<file path="src/rtl/display_scan_serializer.sv">
// Scans the five display channels in turn and shifts each 16-bit word
// {0, channel, value} out MSB first on a divided serial clock, then latches it.
module display_scan_serializer #(
  parameter int CLK_DIV = 2,
  parameter int DWELL   = 4
) (
  input  logic        clk,
  input  logic        rst_n,
  input  logic        enable,
  output logic [2:0]  sel,
  input  logic [11:0] mux_data,
  output logic        ser_clk,
  output logic        ser_data,
  output logic        ser_latch,
  output logic        busy,
  output logic        frame_done
);

  typedef enum logic [2:0] {
    S_IDLE,
    S_SELECT,
    S_CAPTURE,
    S_SHIFT,
    S_LATCH,
    S_DWELL
  } state_t;

  localparam logic [7:0]  DIV_LAST   = 8'(CLK_DIV - 1);
  localparam logic [15:0] DWELL_LAST = 16'(DWELL - 1);
  localparam logic [2:0]  LAST_CHAN  = 3'd4;

  state_t      state_q, state_d;
  logic [2:0]  chan_q, chan_d;
  logic [15:0] cnt_q, cnt_d;
  logic [7:0]  div_q, div_d;
  logic        phase_q, phase_d;
  logic [3:0]  bit_q, bit_d;
  logic [15:0] shreg_q, shreg_d;
  logic        frame_done_d;

  // NOTE: every variable gets a default before the case so no path leaves it
  // unassigned, which would otherwise infer a latch.
  always_comb begin
    state_d      = state_q;
    chan_d       = chan_q;
    cnt_d        = cnt_q + 16'd1;
    div_d        = div_q;
    phase_d      = phase_q;
    bit_d        = bit_q;
    shreg_d      = shreg_q;
    frame_done_d = 1'b0;

    unique case (state_q)
      S_IDLE: begin
        cnt_d  = '0;
        chan_d = '0;
        if (enable) state_d = S_SELECT;
      end
      // Two clocks here give the external mux register time to follow sel.
      S_SELECT: begin
        if (cnt_q == 16'd1) begin
          state_d = S_CAPTURE;
          cnt_d   = '0;
        end
      end
      S_CAPTURE: begin
        state_d = S_SHIFT;
        shreg_d = {1'b0, chan_q, mux_data};
        div_d   = '0;
        phase_d = 1'b0;
        bit_d   = '0;
        cnt_d   = '0;
      end
      // Each bit is a low half then a high half; data moves on the high->low turn.
      S_SHIFT: begin
        cnt_d = '0;
        if (div_q == DIV_LAST) begin
          div_d   = '0;
          phase_d = ~phase_q;
          if (phase_q) begin
            if (bit_q == 4'd15) begin
              state_d = S_LATCH;
              shreg_d = '0;
            end else begin
              bit_d   = bit_q + 4'd1;
              shreg_d = {shreg_q[14:0], 1'b0};
            end
          end
        end else begin
          div_d = div_q + 8'd1;
        end
      end
      S_LATCH: begin
        if (cnt_q == {8'd0, DIV_LAST}) begin
          state_d = S_DWELL;
          cnt_d   = '0;
        end
      end
      S_DWELL: begin
        if (cnt_q == DWELL_LAST) begin
          cnt_d        = '0;
          frame_done_d = (chan_q == LAST_CHAN);
          chan_d       = (chan_q == LAST_CHAN) ? 3'd0 : chan_q + 3'd1;
          if (enable) begin
            state_d = S_SELECT;
          end else begin
            state_d = S_IDLE;
            chan_d  = '0;
          end
        end
      end
      default: begin
        state_d = S_IDLE;
        chan_d  = '0;
        cnt_d   = '0;
      end
    endcase
  end

  // Outputs are registered from the next-state values so they line up with the state.
  // NOTE: sequential state uses non-blocking assignments so every register
  // samples the pre-edge values regardless of statement order.
  always_ff @(posedge clk or negedge rst_n) begin
    if (!rst_n) begin
      state_q    <= S_IDLE;
      chan_q     <= '0;
      cnt_q      <= '0;
      div_q      <= '0;
      phase_q    <= 1'b0;
      bit_q      <= '0;
      shreg_q    <= '0;
      sel        <= '0;
      ser_clk    <= 1'b0;
      ser_data   <= 1'b0;
      ser_latch  <= 1'b0;
      busy       <= 1'b0;
      frame_done <= 1'b0;
    end else begin
      state_q    <= state_d;
      chan_q     <= chan_d;
      cnt_q      <= cnt_d;
      div_q      <= div_d;
      phase_q    <= phase_d;
      bit_q      <= bit_d;
      shreg_q    <= shreg_d;
      sel        <= (state_d == S_IDLE) ? 3'd0 : chan_d;
      ser_clk    <= (state_d == S_SHIFT) && phase_d;
      ser_data   <= (state_d == S_SHIFT) && shreg_d[15];
      ser_latch  <= (state_d == S_LATCH);
      busy       <= (state_d != S_IDLE);
      frame_done <= frame_done_d;
    end
  end

endmodule

</file>
<file path="config.mk">
export PLATFORM = sky130hd
export DESIGN_NAME = display_scan_serializer
export DESIGN_NICKNAME = d
export VERILOG_FILES = /design/src/rtl/display_scan_serializer.sv
export SDC_FILE = /design/constraint.sdc
export NUM_CORES = 1
export LEC_CHECK = 0
export ABC_AREA = 1
export CORE_MARGIN = 4
export CORE_UTILIZATION = 60
export DETAILED_ROUTE_END_ITERATION = 10
export DONT_BUFFER_PORTS = 1
export HOLD_SLACK_MARGIN = 0.08
export PLACE_DENSITY = 0.85
export SYNTH_ARGS = -nofsm -noshare
export SYNTH_HDL_FRONTEND = slang
export SYNTH_SLANG_ARGS = --single-unit
</file>
<file path="constraint.sdc">
create_clock -name clk -period 1.7 [get_ports clk]
set_clock_uncertainty 0.05 [all_clocks]
set_input_delay 0.34 -clock clk [delete_from_list [all_inputs] [get_ports clk]]
set_output_delay 0.34 -clock clk [all_outputs]
set_load 0.02 [all_outputs]
</file>
== Word-level counts from Yosys, hierarchy flattened ==
Index checks and enable logic that the tools add are counted.
Word-level totals
  input port bits: 15
  logic and storage cells: 75
  flip-flop bits (word level): 59
Operators by class
  equal/unequal tests: 15
  reduce and logical (&&, ||, !) cells: 10
  bitwise operators: 1
  muxes and demuxes: 31
  add/sub/neg operators: 4
Operators with widths (number)
  $mux W16: 5
  $pmux W16 S2: 2
  $mux W3: 11
  $pmux W3 S6: 1
  $add A16 B1 Y16 const B: 1
  $eq A16 B1 Y1 const B: 1
  $eq A16 B2 Y1 const B: 1
  $pmux W8 S2: 1
  $eq A3 B3 Y1 const B: 4
  $mux W4: 3
  $eq A3 B2 Y1 const B: 3
  $add A8 B1 Y8 const B: 1
  $eq A8 B1 Y1 const B: 1
  $mux W8: 1
  $pmux W4 S2: 1
  $logic_not A3 Y1: 2
  $ne A2 B2 Y1 const B: 3
  $pmux W3 S2: 1
  $add A4 B1 Y4 const B: 1
  $eq A4 B4 Y1 const B: 1
  $mux W1: 4
  $reduce_and A4 Y1: 1
  $reduce_or A4 Y1: 1
  $add A3 B1 Y3 const B: 1
  8 further kinds: 9

== Longest topological paths before layout ==
  depth in word-level cells: 7
  mapped depth: 11

== Worst setup path after synthesis ==
No wires, ideal clock.
  path kind: register to register
  start: reg div_q[1]
  end: reg shreg_q[10]
  slack: 0.192 ns
  cell stages (with the launch flop): 10
  path buffers: 1
  clock period less this slack: 1.508 ns
  arrival time: 1.389 ns
  library setup time: 0.069 ns
  cell sequence: dfrtp_1 -> inv_1 -> ha_1 -> nand3_1 -> nor2_2 -> nand2_1 -> inv_1 -> buf_2 -> nand4_1 -> nand3_1
On the way
  cells in the longest elaborated chain, start to end: 3
RTL lines
  start, declared: line 35  | logic [7:0] div_q, div_d;
  start signal, assigned: line 142  | div_q <= div_d;
  $eq A8 B1 Y1: line 77  | if (div_q == DIV_LAST) begin
  $ne A2 B2 Y1 (no source line)
  $reduce_and A3 Y1 (no source line)
  end signal, assigned: line 145  | shreg_q <= shreg_d;
  end, declared: line 38  | logic [15:0] shreg_q, shreg_d;
No other way between the ends.
A chain may end at the register's enable or synchronous reset.

== Worst setup path after layout ==
  start: reg cnt_q[0]
  end: reg cnt_q[2]
On the way
  cells in the longest elaborated chain, start to end: 3
RTL lines
  start, declared: line 34  | logic [15:0] cnt_q, cnt_d;
  start signal, assigned: line 141  | cnt_q <= cnt_d;
  $add A16 B1 Y16, or another cell as far along: line 46  | cnt_d = cnt_q + 16'd1;
  $mux W16, on equally long branches: line 100, 61, 94
  $pmux W16 S2 *: line 53  | unique case (state_q)
  named net cnt_d[2]: line 34
The timed path passes the listed nets; every way through them passes the cells marked *.

==> key figures <==
Run
  – Max Cap Viol: 0

STA
  – Final worst path period need: 1602 ps
  – Setup violators final: 0
  – Slew Viols, Final: 0
  – Max Clk Rate: 624.3 MHz
  – RSZ-0062 raised after global routing: yes
  – Worst Tran Pin Value: 344.2 ps
  – Fin crit share: 0.9422
  – Fin. Hold Viols: 59
  – Hold slack: -360.2 ps
  – Setup TNS: 0 ps
  – Max_slew headroom: 0.7688

Layout
  – FF+latch area: 1478 sq um
  – Most common cell after layout, fill and taps aside: nand2_1
  – Multi-input logic area: 1398 sq um
  – Layout cells sized above 1: 0.1746
  – Post-layout nets: 395
  – Layout area overhead: 15.61%
  – Antenna Cells: 0
  – Most frequent cells in the layout: nand2_1, dfrtp_1, nor2_1
  – Layout fillers: 364

Floorplanning
  – Die area: 6117 sq um
  – Placement Rows: 25
  – Core ar.: 4755 sq um
  – Initial Utilization: 0.6221
  – Die width: 78.21 um
  – I/O pin count: 23
  – Die Ht: 78.21 um

Global route
  – Largest net degree at the start of global routing: 60
  – Global-route wire length before repair: 10.01 mm
  – Vias in the first global route: 2248
  – Gr usage total: 0.2076
  – Initial antenna violation count: 0
  – Grt ovf: 0

Route
  – Vias: 2399
  – Post-route DRC: 0
  – Routed Antenna Nets: 0
  – First-iteration detailed-routing DRC count: 124
  – Count of TritonRoute iterations in the first routing pass: 4
  – Routed wire length: 5.971 mm
  – Routed length per instance: 13.42 um
  – Routed vias/inst: 5.391

Power and ir drop
  – Sequential share of power: 0.561
  – Pint: 0.001945 W
  – Max IR drop VDD: 552.0 uV
  – Pwr dens: 738.5 nW/um^2
  – Combinational fraction of design power: 0.005
  – NetSw: 0.0005802 W
  – Clk pwr share: 0.434
  – Pleak: 1.575 nW
  – Net Sw Frac: 0.2298

Synthesis
  – Syn_nets: 375
  – Top cell type by total area after synthesis: dfrtp_1
  – Post-synthesis cell area: 2958 sq um
  – Ranking of synthesized cells by area: dfrtp_1, nand2_1, nor2_1
  – Post-synthesis cell type count: 33
  – Mapped Avg Cell Area: 8.379 sq um
  – Mapped Cells: 353
  – Post-synthesis sequential area ratio: 0.4992
  – Synth Warn #: 0
  – Synth Register Bits: 59
  – Post-synth top area share: 0.4992

Run status
  – Violations in the final reports: negative hold slack
  – Status: complete, but fails checks

Clocking
  – Skew-Pair Late Insertion Delay: 340 ps
  – Reg clk slew, reported paths: 70 ps
  – H-tree depth: 3
  – Clock buffer depth: 2
  – Root buffer cell: clkbuf_8
  – CTS tree: done
  – CTS Buf Count: 9
  – # clock sinks: 59

Worst setup path
  – Crit path launch type: register
  – Worst path cell trace: buf_4 -> ha_1 -> nand2_1 -> nor2_2 -> nand2_1 -> inv_1 -> o21ai_2 -> inv_4 -> nor3_2
  – Crit path kind: register to register
  – Most common cell on crit path: nand2_1
  – Crit end category: register
  – Max stage delay cell, worst path: dfrtp_1
  – CP required: 1900 ps
  – Worst-path fanout max: 13
  – Reg2reg start: cnt_q[0]
  – Critical Path Max Stage Delay: 410 ps
  – R2R Setup Slk: 100 ps
  – Worst reg2reg path depth: 9
  – Worst Path Arrival: 1800 ps
  – Worst reg2reg path endpoint: cnt_q[2]
  – CP startpoint: cnt_q[0]

Place
  – Buffers on Ports: 0
  – GP Congestion: 0.8549
  – Dpl hpwl: 3.971 mm

Min path
  – HP Class: input pin to async pin
worst max-delay path, delay by kind of cell (launching register included):
kind	cells	cell delay [ps]
buffers and inverters	3	330
and+or+nand+nor	4	340
AOI/OAI and AO/OA	1	210
DFF	1	410
adders and majority gates	1	180
synthesized netlist by cell type:
cell type	number
xor2_1	10
or2_2	1
o21ai_2	1
nand4_1	18
a211oi_1	1
nor2_1	46
dfrtp_1	59
nand2_4	2
nand2_1	76
a31oi_1	1
nand2_2	4
a21oi_1	8
o21bai_1	2
inv_4	2
and3_1	1
ha_1	7
inv_1	32
o21ai_1	3
buf_2	2
o21ai_0	10
nor3_2	2
clkbuf_1	3
mux2i_1	1
buf_6	2
and2_1	1
o22ai_1	9
nor3_1	4
inv_2	5
nand3_2	1
xnor2_1	4
nand3_1	33
nor2_2	1
a22o_1	1
stage by stage:
step / total power (W) / setup slack (ps) / utilization / instances / area (sq um)
floorplan: 0.001449 / 192.4 / - / 353 / 2958
global placement: 0.001451 / 58.88 / 0.6505 / 424 / 3093
detailed placement: 0.001452 / 20.25 / 0.6505 / 424 / 3093
CTS: 0.002549 / 6.809 / 0.6882 / 441 / 3272
global route: 0.002615 / -34.18 / 0.7192 / 445 / 3420
finish: 0.002525 / 98.32 / 0.7192 / 445 / 3420
cells by family (layout without fill, tap and decap cells):
kind of cell | count (synthesis) | count (layout) | share of synthesized area
simple gates | 190 | 190 | 0.2902
flops | 59 | 59 | 0.4992
buf+inv | 46 | 71 | 0.06599
compound gates | 36 | 36 | 0.07022
xor+xnor | 14 | 14 | 0.04145
fa+ha+maj | 7 | 7 | 0.02961
mux | 1 | 1 | 0.003384
what timing repair did:
item	4_1_cts	5_1_grt
endpoints found under the hold margin	60	60
gates resized for setup	0	28
hold buffers	1	1
setup buffers	0	3
setup endpoints to repair	0	44
per-layer routing:
metal	part of all wire	vias up	global-route usage
met2	0.51	57	0.3313
met1	0.43	1131	0.2659
met5	0	-	0
li1	-	1197	-
met4	0.018	0	0.09266
met3	0.044	14	0.05505
registers in the layout, summed over array words and instances, names as in the netlist, 3 cells and up:
name and cells:
bit_q 4, chan_q 3, cnt_q 16, div_q 8, sel 3, shreg_q 16, state_q 3
worst max path at each step:
stage	to	slack (ps)	cells after the start
floorplan	shreg_q[10]	190	9
CTS	bit_q[3]	7	11
global placement	busy	60	8
detailed placement	bit_q[3]	20	11
finish	cnt_q[2]	100	9
global route	ser_latch	-30	9
power by group through the flow:
stage          sequential [W]  combinational [W]  clock [W]
3_5_place_dp          0.00144         0.00000834          0
5_1_grt               0.00142          0.0000138    0.00119
2_1_floorplan         0.00144         0.00000676          0
4_1_cts               0.00142          0.0000102    0.00112
3_3_place_gp          0.00144         0.00000780          0
6_report              0.00142          0.0000125    0.00110
cell type report:
class / count / area share
Timing Repair Buffer: 16 / 0.04025
Clock buffer: 10 / 0.03732
Multi-Input combinational cell: 248 / 0.4087
Inverter: 39 / 0.04501
Sequential cell: 59 / 0.4321
Clock inverter: 6 / 0.01207
Tap cell: 67 / 0.02452
Power figures use the tool's default switching activity.
